==> config.mk <==
export PLATFORM = sky130hd
export DESIGN_NAME = token_decoder
export DESIGN_NICKNAME = d
export VERILOG_FILES = /design/src/rtl/tensor_core_pkg.sv /design/src/rtl/token_decoder.sv
export SDC_FILE = /design/constraint.sdc
export NUM_CORES = 1
export LEC_CHECK = 0
export CAP_MARGIN = 15
export CORE_MARGIN = 3
export CORE_UTILIZATION = 26
export CTS_CLUSTER_DIAMETER = 80
export DETAILED_ROUTE_END_ITERATION = 6
export DONT_BUFFER_PORTS = 1
export GPL_TIMING_DRIVEN = 0
export HOLD_SLACK_MARGIN = 0.06
export PLACE_DENSITY = 0.37
export SYNTH_ARGS = -nofsm -noshare
export SYNTH_HDL_FRONTEND = slang
export SYNTH_SLANG_ARGS = --single-unit
==> constraint.sdc <==
create_clock -name clk -period 2.5 [get_ports clk]
set_input_delay 0.25 -clock clk [delete_from_list [all_inputs] [get_ports clk]]
set_output_delay 0.25 -clock clk [all_outputs]
set_load 0.02 [all_outputs]
==> src/rtl/tensor_core_pkg.sv <==
// Shared types for the tensor-core text path: decoder FSM states and the NUL byte.
package tensor_core_pkg;
    typedef enum logic [3:0] {
        IDLE, TOK_RD, TOK_WAIT, SEEK_RD, SEEK_CHK, COPY_RD, COPY_CHK, FIN, DONE
    } decoder_state;

    localparam int NUL = 0;
endpackage

==> src/rtl/token_decoder.sv <==
// Token-ID stream to NUL-delimited text: walks the vocab RAM per token and copies
// the matching word into the output RAM, ending with a double NUL.
module token_decoder
    import tensor_core_pkg::*;
#(
    parameter int ADDR_WIDTH = 4,
    parameter int DATA_WIDTH = 8,
    parameter int VOCAB_BASE = 0,
    parameter int VOCAB_END  = 2**ADDR_WIDTH-1
) (
    input  logic                  clk,
    input  logic                  rst_n,
    input  logic                  start,
    output logic                  busy,
    output logic                  done,
    output logic                  err,
    output logic [ADDR_WIDTH-1:0] tok_addr,
    input  logic [DATA_WIDTH-1:0] tok_rdata,
    output logic [ADDR_WIDTH-1:0] voc_addr,
    input  logic [DATA_WIDTH-1:0] voc_rdata,
    output logic [ADDR_WIDTH-1:0] out_addr,
    output logic [DATA_WIDTH-1:0] out_wdata,
    output logic                  out_we
);
    localparam logic [ADDR_WIDTH-1:0] PTR_MAX = '1;
    localparam logic [ADDR_WIDTH-1:0] VBASE   = ADDR_WIDTH'(VOCAB_BASE);
    localparam logic [ADDR_WIDTH-1:0] VEND    = ADDR_WIDTH'(VOCAB_END);
    localparam logic [DATA_WIDTH-1:0] ONE     = DATA_WIDTH'(1);

    decoder_state state, state_d;
    logic [ADDR_WIDTH-1:0] tok_ptr, tok_ptr_d, out_ptr, out_ptr_d, voc_ptr, voc_ptr_d;
    logic [ADDR_WIDTH-1:0] tok_addr_d, voc_addr_d, out_addr_d;
    logic [DATA_WIDTH-1:0] skip, skip_d, out_wdata_d;
    logic at_start, at_start_d, first, first_d, out_full, out_full_d;
    logic busy_d, done_d, err_d, out_we_d;
    logic voc_nul;

    assign voc_nul = (voc_rdata == DATA_WIDTH'(NUL));

    always_ff @(posedge clk or negedge rst_n) begin
        if (!rst_n) begin
            state     <= IDLE;
            tok_ptr   <= '0;
            out_ptr   <= '0;
            voc_ptr   <= '0;
            skip      <= '0;
            at_start  <= 1'b0;
            first     <= 1'b0;
            out_full  <= 1'b0;
            busy      <= 1'b0;
            done      <= 1'b0;
            err       <= 1'b0;
            tok_addr  <= '0;
            voc_addr  <= '0;
            out_addr  <= '0;
            out_wdata <= '0;
            out_we    <= 1'b0;
        end else begin
            state     <= state_d;
            tok_ptr   <= tok_ptr_d;
            out_ptr   <= out_ptr_d;
            voc_ptr   <= voc_ptr_d;
            skip      <= skip_d;
            at_start  <= at_start_d;
            first     <= first_d;
            out_full  <= out_full_d;
            busy      <= busy_d;
            done      <= done_d;
            err       <= err_d;
            tok_addr  <= tok_addr_d;
            voc_addr  <= voc_addr_d;
            out_addr  <= out_addr_d;
            out_wdata <= out_wdata_d;
            out_we    <= out_we_d;
        end
    end

    // Read addresses are loaded on entry to the *_RD state so the RAM samples
    // them during *_RD and the data is ready in the following check state.
    always_comb begin
        state_d     = state;
        tok_ptr_d   = tok_ptr;
        out_ptr_d   = out_ptr;
        voc_ptr_d   = voc_ptr;
        skip_d      = skip;
        at_start_d  = at_start;
        first_d     = first;
        out_full_d  = out_full;
        busy_d      = busy;
        done_d      = 1'b0;
        err_d       = err;
        tok_addr_d  = tok_addr;
        voc_addr_d  = voc_addr;
        out_addr_d  = out_addr;
        out_wdata_d = out_wdata;
        out_we_d    = 1'b0;
        case (state)
            IDLE: begin
                if (start) begin
                    err_d      = 1'b0;
                    tok_ptr_d  = '0;
                    out_ptr_d  = '0;
                    out_full_d = 1'b0;
                    tok_addr_d = '0;
                    busy_d     = 1'b1;
                    state_d    = TOK_RD;
                end
            end
            TOK_RD: state_d = TOK_WAIT;
            TOK_WAIT: begin
                if (tok_rdata == DATA_WIDTH'(NUL)) begin
                    state_d = FIN;
                end else begin
                    voc_ptr_d  = VBASE;
                    voc_addr_d = VBASE;
                    skip_d     = tok_rdata - ONE;
                    at_start_d = 1'b1;
                    first_d    = 1'b1;
                    state_d    = (tok_rdata == ONE) ? COPY_RD : SEEK_RD;
                end
            end
            SEEK_RD: state_d = SEEK_CHK;
            SEEK_CHK: begin
                if ((voc_nul && at_start) || voc_ptr == VEND) begin
                    err_d   = 1'b1;
                    state_d = DONE;
                end else begin
                    at_start_d = voc_nul;
                    if (voc_nul) skip_d = skip - ONE;
                    voc_ptr_d  = voc_ptr + 1'b1;
                    voc_addr_d = voc_ptr + 1'b1;
                    state_d    = (voc_nul && skip == ONE) ? COPY_RD : SEEK_RD;
                end
            end
            COPY_RD: state_d = COPY_CHK;
            COPY_CHK: begin
                if ((voc_nul && first) || out_full) begin
                    err_d   = 1'b1;
                    state_d = DONE;
                end else begin
                    out_we_d    = 1'b1;
                    out_addr_d  = out_ptr;
                    out_wdata_d = voc_rdata;
                    out_ptr_d   = out_ptr + 1'b1;
                    if (out_ptr == PTR_MAX) out_full_d = 1'b1;
                    if (!voc_nul) begin
                        first_d = 1'b0;
                        if (voc_ptr == VEND) begin
                            err_d   = 1'b1;
                            state_d = DONE;
                        end else begin
                            voc_ptr_d  = voc_ptr + 1'b1;
                            voc_addr_d = voc_ptr + 1'b1;
                            state_d    = COPY_RD;
                        end
                    end else if (tok_ptr == PTR_MAX) begin
                        // token stream ran off the end of the RAM without a 0
                        err_d   = 1'b1;
                        state_d = DONE;
                    end else begin
                        tok_ptr_d  = tok_ptr + 1'b1;
                        tok_addr_d = tok_ptr + 1'b1;
                        state_d    = TOK_RD;
                    end
                end
            end
            FIN: begin
                if (out_full) begin
                    err_d = 1'b1;
                end else begin
                    out_we_d    = 1'b1;
                    out_addr_d  = out_ptr;
                    out_wdata_d = DATA_WIDTH'(NUL);
                end
                state_d = DONE;
            end
            DONE: begin
                done_d  = 1'b1;
                busy_d  = 1'b0;
                state_d = IDLE;
            end
            default: state_d = IDLE;
        endcase
    end
endmodule

==> impl_metrics.csv, run 1 <==
group,metric,value,unit
floorplanning,fp.dieW,103,µm
timing,finalSetupTns,0,ns
final_layout,synthToLayoutAreaGrowth,12.1,%
routing,detailed_routing_iteration_count_for_the_pre_antenna_repair_pass,4,
synth,post_synth_edffs,0,
routing,routed_wl,6.64,mm
pwr,vdd_drop_max,0.238,mV
final_layout,fin_util,30.8,%
synth,netlist_instances,267,
timing,finalCritPeriodShare,92.5,%
clock_tree,root_buffer,"clkbuf_8",
final_layout,drive_gt1_share,9.64,%
grt,track_usage,13.2,%
routing,vias,2031,
clock_tree,clock_path_buffers,2,
pwr,p_leak,1.17,nW
timing,relSlewSlack,24.3,%
clock_tree,cts_tree,"yes",
critical_path,cpPeakStageDelay,0.50,ns
clock_tree,cts_num_sinks,43,
final_layout,layout.nets,306,
floorplanning,boundaryPins,43,
clock_tree,clock_pin_slew_of_the_registers_on_the_worst_case_setup_and_hold_paths,0.10,ns
grt,first_global_vias,2065,
critical_path,worst-path-buf-inv,0,
synth,post_synthesis_average_cell_area,9.19,µm²
critical_path,worst_setup_path_category,"flop to flop",
final_layout,layout.cells.most_common_list,"dfrtp_1, nand2_1, o21ai_0",
floorplanning,fp-row-count,34,
pwr,powerDensity,938,mW/mm²
outcome,status,"finished clean",
critical_path,worst_ep_required_time,2.70,ns
routing,dr.first_iter.drc_count,68,
synth,synth.yosys.seq_area_share,43.9,%
routing,detail-route-antenna-nets,0,
critical_path,critical_path.most_common_cell,"a21o_1",
grt,antenna_violations_before_repair,0,
critical_path,setup.worst_path.start_class,"flop",
grt,grt_first_pass_wirelength,10.9,mm
synth,synth-warning-count,0,
floorplanning,initial_core_utilization,27.5,%
routing,number_of_remaining_drc_errors,0,
synth,ys_ff_latch,43,
run,max-cap-violations,0,
critical_path,cp_slowest_cell,"or3_1",
final_layout,final_cell_count_no_fill,388,
placement,port_buffers,0,
floorplanning,die_area,0.0106,mm²
clock_tree,tritoncts.num_buffers,5,
timing,rsz0062_at_grt,"false",
critical_path,crit_path_end_kind,"flop",
clock_tree,h-tree-depth,2,
min_path,worst_hold_path_type,"input port to flop",
grt,largest_net_degree_at_the_start_of_global_routing,44,
routing,post_drt_wl_per_cell,17.1,µm
final_layout,mostFrequentLayoutCell,"dfrtp_1",
timing,finalWorstPathRequiredPeriod,2.31,ns
critical_path,timing.critical_path.max_delay_family,"compound AO/OA/AOI/OAI gates",
placement,detailed_place_hpwl,4.88,mm
synth,syn-cell-area,0.00245,mm²
critical_path,worstPathArrival,2.51,ns
synth,async_reset_ff_share,100,%
synth,mappedNetlistNets,294,
clock_tree,clk_latency,0.31,ns
synth,synth.lib_cells_used.distinct,52,
timing,finalSetupViolations,0,
critical_path,path_max_fanout,7,
timing,max_slew.worst_pin.slew,1.13,ns
routing,vias_per_cell,5.23,
floorplanning,core_area,0.00893,mm²
critical_path,cp_cell_sequence,"ha_1 -> and3_1 -> a21o_1 -> a21o_1 -> or3_1 -> a22o_1",
timing,final_max_slew_viol_count,0,
final_layout,antennaDiodeCount,0,
synth,synthFlopType,"dfrtp_1",
placement,placed_cells,375,
grt,gr-total-overflow,0,
pwr,totalPowerFinal,2.58,mW
timing,timing_hold_violations_final,0,
timing,clock_skew,0.0164,ns
floorplanning,die_h,103,µm
timing,fmax,432,MHz
placement,gp_congestion,0.768,
[registers in the layout, indices dropped and copies added (netlist names)]
| name | cells |
|---|---|
| out_addr | 4 |
| first | 1 |
| out_full | 1 |
| state | 4 |
| at_start | 1 |
| done | 1 |
| err | 1 |
| skip | 8 |
| voc_ptr | 4 |
| tok_ptr | 4 |
| out_ptr | 4 |
| out_we | 1 |
| out_wdata | 8 |
| busy | 1 |
[cells in the mapped netlist, types with 5 or more instances]
| library cell | count | area, µm² |
|---|---|---|
| dfrtp_1 | 43 | 1080 |
| nand2_1 | 32 | 120 |
| o21ai_0 | 28 | 140 |
| mux2_2 | 5 | 56.3 |
| clkbuf_1 | 6 | 22.5 |
| ha_1 | 8 | 100 |
| nand3_1 | 10 | 50.1 |
| nor2_1 | 19 | 71.3 |
| a21oi_1 | 11 | 55.1 |
| nor3_1 | 7 | 35.0 |
| xor2_1 | 7 | 61.3 |
| o31ai_1 | 6 | 45.0 |
| inv_1 | 12 | 45.0 |
| nor4_1 | 6 | 37.5 |
| nand4_1 | 5 | 31.3 |
[final timing paths]
check,start,end,slack (ns),cells past startpoint
max,voc_ptr[0]$_DFFE_PN0P_,err$_DFFE_PN0P_,0.19,6
min,voc_rdata[5],out_wdata[5]$_DFFE_PN0P_,0.08,2
max reg2reg,voc_ptr[0]$_DFFE_PN0P_,err$_DFFE_PN0P_,0.19,6
min reg2reg,skip[7]$_DFFE_PN0P_,skip[7]$_DFFE_PN0P_,0.52,2
max in group asynchronous,rst_n,out_we$_DFF_PN0_,1.85,2
min in group asynchronous,rst_n,out_ptr[2]$_DFFE_PN0P_,0.44,2
[cell type report]
| cell class | count | area [µm²] |
|---|---|---|
| Multi-Input combinational cell | 202 | 1280 |
| Sequential cell | 43 | 1080 |
| Fill cell | 944 | 6180 |
| Tap cell | 108 | 135 |
| Clock inverter | 2 | 16.3 |
| Clock buffer | 6 | 82.6 |
| Buffer | 10 | 48.8 |
| Timing Repair Buffer | 5 | 62.6 |
| Inverter | 12 | 45.0 |
[per-stage QoR]
stage | hold slack [ns] | area [µm²] | setup slack [ns]
2_1_floorplan | -0.0456 | 2450 | 0.515
3_3_place_gp | -0.0442 | 2590 | 0.000530
3_5_place_dp | -0.0444 | 2590 | 0.0137
4_1_cts | 0.0650 | 2750 | 0.154
5_1_grt | 0.0813 | 2750 | 0.0339
6_report | 0.0807 | 2750 | 0.186
[worst register-to-register path, stage by stage, from the launching register on]
cell and delay [ns]:
dfrtp_1 0.49, ha_1 0.29, and3_1 0.17, a21o_1 0.21
a21o_1 0.28, or3_1 0.50, a22o_1 0.27
[report_power, final]
part / leakage, nW / switching [mW] / total, mW / internal [mW]
combinational: 0.569 / 0.513 / 0.846 / 0.333
clock: 0.0474 / 0.266 / 0.492 / 0.226
sequential: 0.552 / 0.336 / 1.24 / 0.905
total: 1.17 / 1.12 / 2.58 / 1.46
[metal layers]
layer	vias to the layer above	track usage (%)	wire [µm]
met5	-	0	0
met4	0	3.59	85
met3	8	3.79	402
met2	55	21.3	2950
met1	961	17.4	3210
li1	1007	-	-
[logic make-up after synthesis]
kind of cell | after synthesis | share of synthesized area [%]
buf+inv | 22 | 3.82
simple gates | 104 | 22.7
flops | 43 | 43.9
mux | 6 | 2.70
xor+xnor | 10 | 3.57
fa+ha+maj | 8 | 4.08
compound gates | 74 | 19.3
[repair_timing]
item	CTS	global route
hold buffers	4	0
gates resized for setup	0	0
setup endpoints to repair	0	0
hold endpoints to repair	45	0
buffers inserted	0	0
Power figures use the tool's default switching activity.
==> inputs of run 2 (changes only) <==
Settings changed: ABC_AREA from default to 1.
==> run 2 against run 1 <==
- largest power group unchanged
- fmax up 32%
- design area up 9.2%
- register-to-register slack better by 0.56 ns
- synthesized cell count up 30%
- clock-buffer cell count down 1
- first-iteration DRC count up 10%
- setup slack better by 0.56 ns
==> impl_metrics.csv, run 2 <==
group,metric,value,unit
routing,routed_wl,6.73,mm
timing,clock_skew,0.0138,ns
synth,synth.yosys.seq_area_share,40.1,%
placement,detailed_place_hpwl,5.12,mm
clock_tree,clock_path_buffers,2,
synth,synth.lib_cells_used.distinct,37,
grt,first_global_vias,2275,
timing,fin_ws,0.742,ns
synth,ys_ff_latch,43,
final_layout,fin_util,30.3,%
critical_path,worst_ep_required_time,2.74,ns
synth,yosys.area.top_type_share,40.1,%
timing,hold-worst-slack,0.0777,ns
final_layout,synthToLayoutAreaGrowth,11.8,%
routing,detailed_routing_iteration_count_for_the_pre_antenna_repair_pass,4,
timing,final_max_slew_viol_count,0,
clock_tree,root_buffer,"clkbuf_8",
synth,post_synthesis_average_cell_area,7.72,µm²
routing,dr.first_iter.drc_count,75,
clock_tree,cts_tree,"yes",
floorplanning,die_h,108,µm
synth,post_synth_edffs,0,
clock_tree,clk_latency,0.30,ns
timing,finalSetupTns,0,ns
routing,number_of_remaining_drc_errors,0,
synth,yosys-top-cells-area,"dfrtp_1, nand2_1, nand3_1",
clock_tree,clock_pin_slew_of_the_registers_on_the_worst_case_setup_and_hold_paths,0.10,ns
final_layout,fillers,1106,
floorplanning,die_area,0.0116,mm²
floorplanning,fp-row-count,36,
grt,grt_first_pass_wirelength,11.4,mm
synth,synthFlopType,"dfrtp_1",
timing,rsz0062_at_grt,"false",
synth,mappedNetlistNets,375,
min_path,worst_hold_path_type,"input port to flop",
critical_path,worst_setup_path_category,"flop to flop",
floorplanning,fp.dieW,108,µm
outcome,status,"finished clean",
synth,netlist_instances,348,
floorplanning,initial_core_utilization,27.1,%
critical_path,crit_path_end_kind,"flop",
routing,vias,2224,
critical_path,setup.worst_path.start_class,"flop",
critical_path,cp_slowest_cell,"dfrtp_1",
timing,finalCritPeriodShare,70.3,%
timing,fmax,569,MHz
pwr,powerDensity,1000,mW/mm²
final_layout,antennaDiodeCount,0,
pwr,p_leak,1.50,nW
critical_path,cp_cell_sequence,"ha_1 -> nand3_1 -> nand2_1 -> nand2_2 -> nand2_1 -> nor2_2 -> nand2_1 -> nand2_1",
routing,post_drt_wl_per_cell,13.7,µm
final_layout,layout.cells.most_common_list,"nand2_1, nand3_1, dfrtp_1",
synth,yosys.cell_count.top_type,"nand2_1",
final_layout,mostFrequentLayoutCell,"nand2_1",
clock_tree,number_of_resized_instances_in_the_post_cts_repair_step,0,
synth,async_reset_ff_share,100,%
final_layout,layout_top_registers,"out_wdata: 8 flops, skip: 8 flops",
synth,synth-warning-count,0,
routing,detail-route-antenna-nets,0,
critical_path,timing.critical_path.max_delay_family,"simple AND/OR/NAND/NOR gates",
floorplanning,core_area,0.00991,mm²
timing,finalSetupViolations,0,
clock_tree,ctsHoldBuffers,2,
grt,antenna_violations_before_repair,0,
synth,syn-cell-area,0.00269,mm²
pwr,vdd_drop_max,0.247,mV
placement,pre_cts_slack,0.704,ns
critical_path,cpPeakStageDelay,0.50,ns
final_layout,drive_gt1_share,15.1,%
timing,timing_hold_violations_final,0,
placement,port_buffers,0,
clock_tree,cts_num_sinks,43,
clock_tree,tritoncts.num_buffers,5,
clock_tree,h-tree-depth,2,
placement,gp_congestion,0.758,
run,max-cap-violations,0,
routing,vias_per_cell,4.53,
critical_path,worst-path-buf-inv,0,
critical_path,critical_path.most_common_cell,"nand2_1",
placement,dpl-instance-area,0.00285,mm²
critical_path,path_max_fanout,6,
final_layout,layout.nets,384,
floorplanning,boundaryPins,43,
critical_path,worstPathArrival,2.00,ns
timing,finalWorstPathRequiredPeriod,1.76,ns
final_layout,finalInstanceArea,0.00300,mm²
timing,max_slew.worst_pin.slew,0.489,ns
clock_tree,cts_post_setup_buffers_inserted,0,
grt,gr-total-overflow,0,
synth,synthTopCellsByCount,"nand2_1, nand3_1, dfrtp_1",
synth,synth_largest_area_cell,"dfrtp_1",
grt,track_usage,12.3,%
grt,largest_net_degree_at_the_start_of_global_routing,44,
timing,relSlewSlack,67.4,%
run 2: cell count changes in the layout (fill, tap and decap cells not counted), sizes merged, moves of 4 or more:
cell	before	now
clkbuf	12	6
nand3	10	51
a21o	4	0
nor4	8	0
o31ai	6	0
nor2	20	36
mux2	5	0
inv	12	38
nand2	32	98
a21oi	11	6
run 2: power breakdown:
group	switching, mW	internal, mW
Clock	0.265	0.298
Combinational	0.756	0.425
Sequential	0.338	0.932
Total	1.36	1.65
run 2: metal layers:
layer / GRT usage, % / vias up / wire length [µm] / share of wire, %
met3: 2.70 / 5 / 291 / 4.3
li1: - / 1155 / - / -
met5: 0 / - / 0 / 0
met4: 3.16 / 0 / 54 / 0.80
met1: 16.1 / 1023 / 3190 / 47
met2: 20.6 / 41 / 3190 / 47
run 2: layout make-up:
class	count	area [µm²]	area share (%)
repair buffers	2	37.5	1.25
inverters	40	150	5.00
multi-input cells	260	1420	47.3
clock inverters	3	43.8	1.46
plain buffers	5	38.8	1.29
clock buffers	5	68.8	2.29
well taps	133	166	5.54
flip-flops and latches	43	1080	35.8
run 2: final timing paths:
check / start / depth (start not counted) / slack (ns) / to
worst max-delay path: voc_ptr[0]$_DFFE_PN0P_ / 8 / 0.74 / voc_ptr[1]$_DFFE_PN0P_
worst min-delay path: voc_rdata[5] / 2 / 0.08 / out_wdata[5]$_DFFE_PN0P_
worst max register to register: voc_ptr[0]$_DFFE_PN0P_ / 8 / 0.74 / voc_ptr[1]$_DFFE_PN0P_
worst min register to register: skip[1]$_DFFE_PN0P_ / 2 / 0.49 / skip[1]$_DFFE_PN0P_
max in group asynchronous: rst_n / 2 / 1.82 / first$_DFFE_PN0P_
min in group asynchronous: rst_n / 2 / 0.45 / out_wdata[2]$_DFFE_PN0P_
run 2: cells by family (layout without fill, tap and decap cells):
group	Yosys count	count (layout)	synth area share [%]
DFF	43	43	40.1
AOI/OAI and AO/OA	37	37	8.57
xor gates and xnor gates	8	8	2.61
and+or+nand+nor	205	205	37.3
muxes	2	2	0.745
adders and majority gates	8	8	3.73
buffers and inverters	45	55	7.03
run 2: stage by stage:
stage          std cells  power (mW)
2_1_floorplan        348        2.19
3_3_place_gp         481        2.46
3_5_place_dp         481        2.47
4_1_cts              491        3.08
5_1_grt              491        3.29
6_report             491        3.01
run 2: worst reg2reg max path, stage by stage, from the launching register on:
cell     delay (ns)
dfrtp_1        0.50
ha_1           0.30
nand3_1        0.18
nand2_1        0.09
nand2_2        0.12
nand2_1        0.16
nor2_2         0.21
nand2_1        0.08
nand2_1        0.06
==> inputs of run 3 (changes only) <==
Settings changed: ABC_AREA 1 to 0, PLACE_DENSITY 0.37 to 0.39.
Clock period 2.5 ns to 1.45 ns, I/O delays scaled along.
==> run 3 against run 2 <==
- the flow now finishes with violations (setup timing)
- via count grew 5.3%
- sequential power grew 71%
- setup slack lost 1.4 ns
- wire length grew 16%
- clock-buffer cell count grew 1
- clock skew shrank 0.0079 ns
- hold slack lost 0.0025 ns
- first-iteration DRC count grew 28%
- non-clock buffer count grew 61
- core utilization grew 11 points
- fmax shrank 16%
- global-route usage grew 2.9 points
- critical path type unchanged
==> impl_metrics.csv, run 3 (synthesis results as in run 1) <==
group,metric,value,unit
outcome,status,"finished with violations",
outcome,violations,"setup timing",
final_layout,fillers,866,
routing,routed_wl,7.80,mm
grt,first_global_vias,2467,
critical_path,worst-r2r-cell-count,6,
final_layout,multi_input_comb_area,0.00169,mm²
clock_tree,clk_latency,0.30,ns
final_layout,ff_latch_area,0.00109,mm²
pwr,totalPowerFinal,5.49,mW
min_path,worst_hold_path_type,"input port to flop",
grt,gr-total-overflow,0,
floorplanning,fp-row-count,34,
placement,port_buffers,0,
routing,post_drt_wl_per_cell,17.6,µm
placement,pre_cts_slack,-0.809,ns
clock_tree,clock_pin_slew_of_the_registers_on_the_worst_case_setup_and_hold_paths,0.09,ns
timing,hold-worst-slack,0.0752,ns
final_layout,final_cell_count_no_fill,442,
pwr,vdd_drop_max,0.521,mV
critical_path,worst_setup_path_startpoint,"state[2]$_DFFE_PN0N_",
final_layout,antennaDiodeCount,0,
clock_tree,clock_path_buffers,2,
clock_tree,h-tree-depth,2,
critical_path,critical_path.endpoint,"skip[0]$_DFFE_PN0P_",
clock_tree,tritoncts.num_buffers,5,
timing,relSlewSlack,60.9,%
critical_path,worst_setup_path_category,"flop to flop",
critical_path,reg2reg_to,"skip[0]$_DFFE_PN0P_",
clock_tree,cts_num_sinks,43,
grt,track_usage,15.2,%
pwr,p_leak,1.57,nW
critical_path,reg2reg_slack,-0.63,ns
placement,gp_congestion,0.793,
timing,timing_hold_violations_final,0,
timing,finalCritPeriodShare,144,%
floorplanning,die_h,103,µm
timing,finalWorstPathRequiredPeriod,2.08,ns
critical_path,crit_path_end_kind,"flop",
grt,largest_net_degree_at_the_start_of_global_routing,44,
routing,detailed_routing_iteration_count_for_the_pre_antenna_repair_pass,4,
timing,fmax,480,MHz
final_layout,layout.cells.most_common_list,"dfrtp_1, buf_4, nand2_1",
final_layout,drive_gt1_share,41.0,%
floorplanning,core_area,0.00893,mm²
critical_path,worstPathArrival,2.27,ns
critical_path,setup.worst_path.start_class,"flop",
floorplanning,initial_core_utilization,27.5,%
floorplanning,boundaryPins,43,
run,max-cap-violations,0,
floorplanning,fp.dieW,103,µm
grt,antenna_violations_before_repair,0,
floorplanning,die_area,0.0106,mm²
clock_tree,cts_tree,"yes",
final_layout,layout.nets,360,
final_layout,layout_top_registers,"out_wdata: 8 flops, skip: 8 flops",
timing,rsz0062_at_grt,"true",
timing,finalSetupViolations,41,
final_layout,fin_util,41.6,%
placement,detailed_place_hpwl,4.94,mm
final_layout,mostFrequentLayoutCell,"dfrtp_1",
critical_path,worst_ep_required_time,1.64,ns
critical_path,path_max_fanout,5,
pwr,powerDensity,1480,mW/mm²
routing,vias_per_cell,5.30,
timing,fin_ws,-0.632,ns
routing,number_of_remaining_drc_errors,0,
final_layout,synthToLayoutAreaGrowth,51.5,%
critical_path,regToRegStartpoint,"state[2]$_DFFE_PN0N_",
clock_tree,root_buffer,"clkbuf_8",
grt,grt_first_pass_wirelength,12.7,mm
timing,clock_skew,0.00591,ns
timing,final_max_slew_viol_count,0,
routing,dr.first_iter.drc_count,96,
placement,placed_cells,375,
timing,max_slew.worst_pin.slew,0.582,ns
routing,detail-route-antenna-nets,0,
routing,vias,2341,
run 3: area by class of cell:
class	instances	area share (%)
Timing Repair Buffer	59	15.3
Buffer	9	2.86
Clock inverter	2	0.337
Inverter	12	1.21
Sequential cell	43	29.2
Tap cell	108	3.64
Multi-Input combinational cell	203	45.5
Clock buffer	6	1.95
run 3: worst min-delay path by stage:
stage          start                 endpoint  slack [ns]  depth (start not counted)
4_1_cts        start     state[0]$_DFFE_PN0N_        0.07                          3
5_1_grt        start   out_ptr[2]$_DFFE_PN0P_        0.09                          2
3_3_place_gp   rst_n  out_addr[2]$_DFFE_PN0P_       -0.15                          0
3_5_place_dp   rst_n  out_addr[2]$_DFFE_PN0P_       -0.15                          0
6_report       start     state[0]$_DFFE_PN0N_        0.08                          3
2_1_floorplan  rst_n     at_start$_DFFE_PN0P_       -0.15                          0
run 3: per-stage QoR:
stage	setup TNS, ns	instance area [µm²]
after floorplan	-7.12	2600
after global placement	-17.96	2730
after detailed placement	-17.04	2730
after CTS	-12.55	3600
after global routing	-16.75	3720
final	-13.68	3720
run 3: power breakdown:
group	leakage [nW]	switching [mW]	internal [mW]	total, mW
logic	0.984	1.32	1.23	2.55
registers	0.540	0.600	1.57	2.17
clock network	0.0412	0.438	0.338	0.775
total	1.57	2.36	3.13	5.49
run 3: routing by layer:
| layer | global-route usage (%) | share of wire [%] | vias up |
|---|---|---|---|
| li1 | - | - | 1120 |
| met1 | 20.3 | 47 | 1150 |
| met2 | 25.0 | 47 | 64 |
| met3 | 3.25 | 5.7 | 7 |
| met4 | 4.08 | 0.86 | 0 |
| met5 | 0 | 0 | - |
run 3: repair_timing:
| action | in CTS | in global routing |
|---|---|---|
| hold buffers | 11 | 0 |
| pin swaps | 22 | 13 |
| setup endpoints to repair | 42 | 42 |
| endpoints found under the hold margin | 52 | 0 |
| gates cloned | 2 | 1 |
| gates resized for setup | 80 | 28 |
| setup buffers | 43 | 6 |
run 3: worst max-delay path, cell delays in order, from the launching register on:
cell and delay (ns):
dfrtp_1 0.42, or4b_4 0.59, nor4_4 0.37, a311o_2 0.22, buf_6 0.13, nor2_4 0.05
a22o_1 0.19
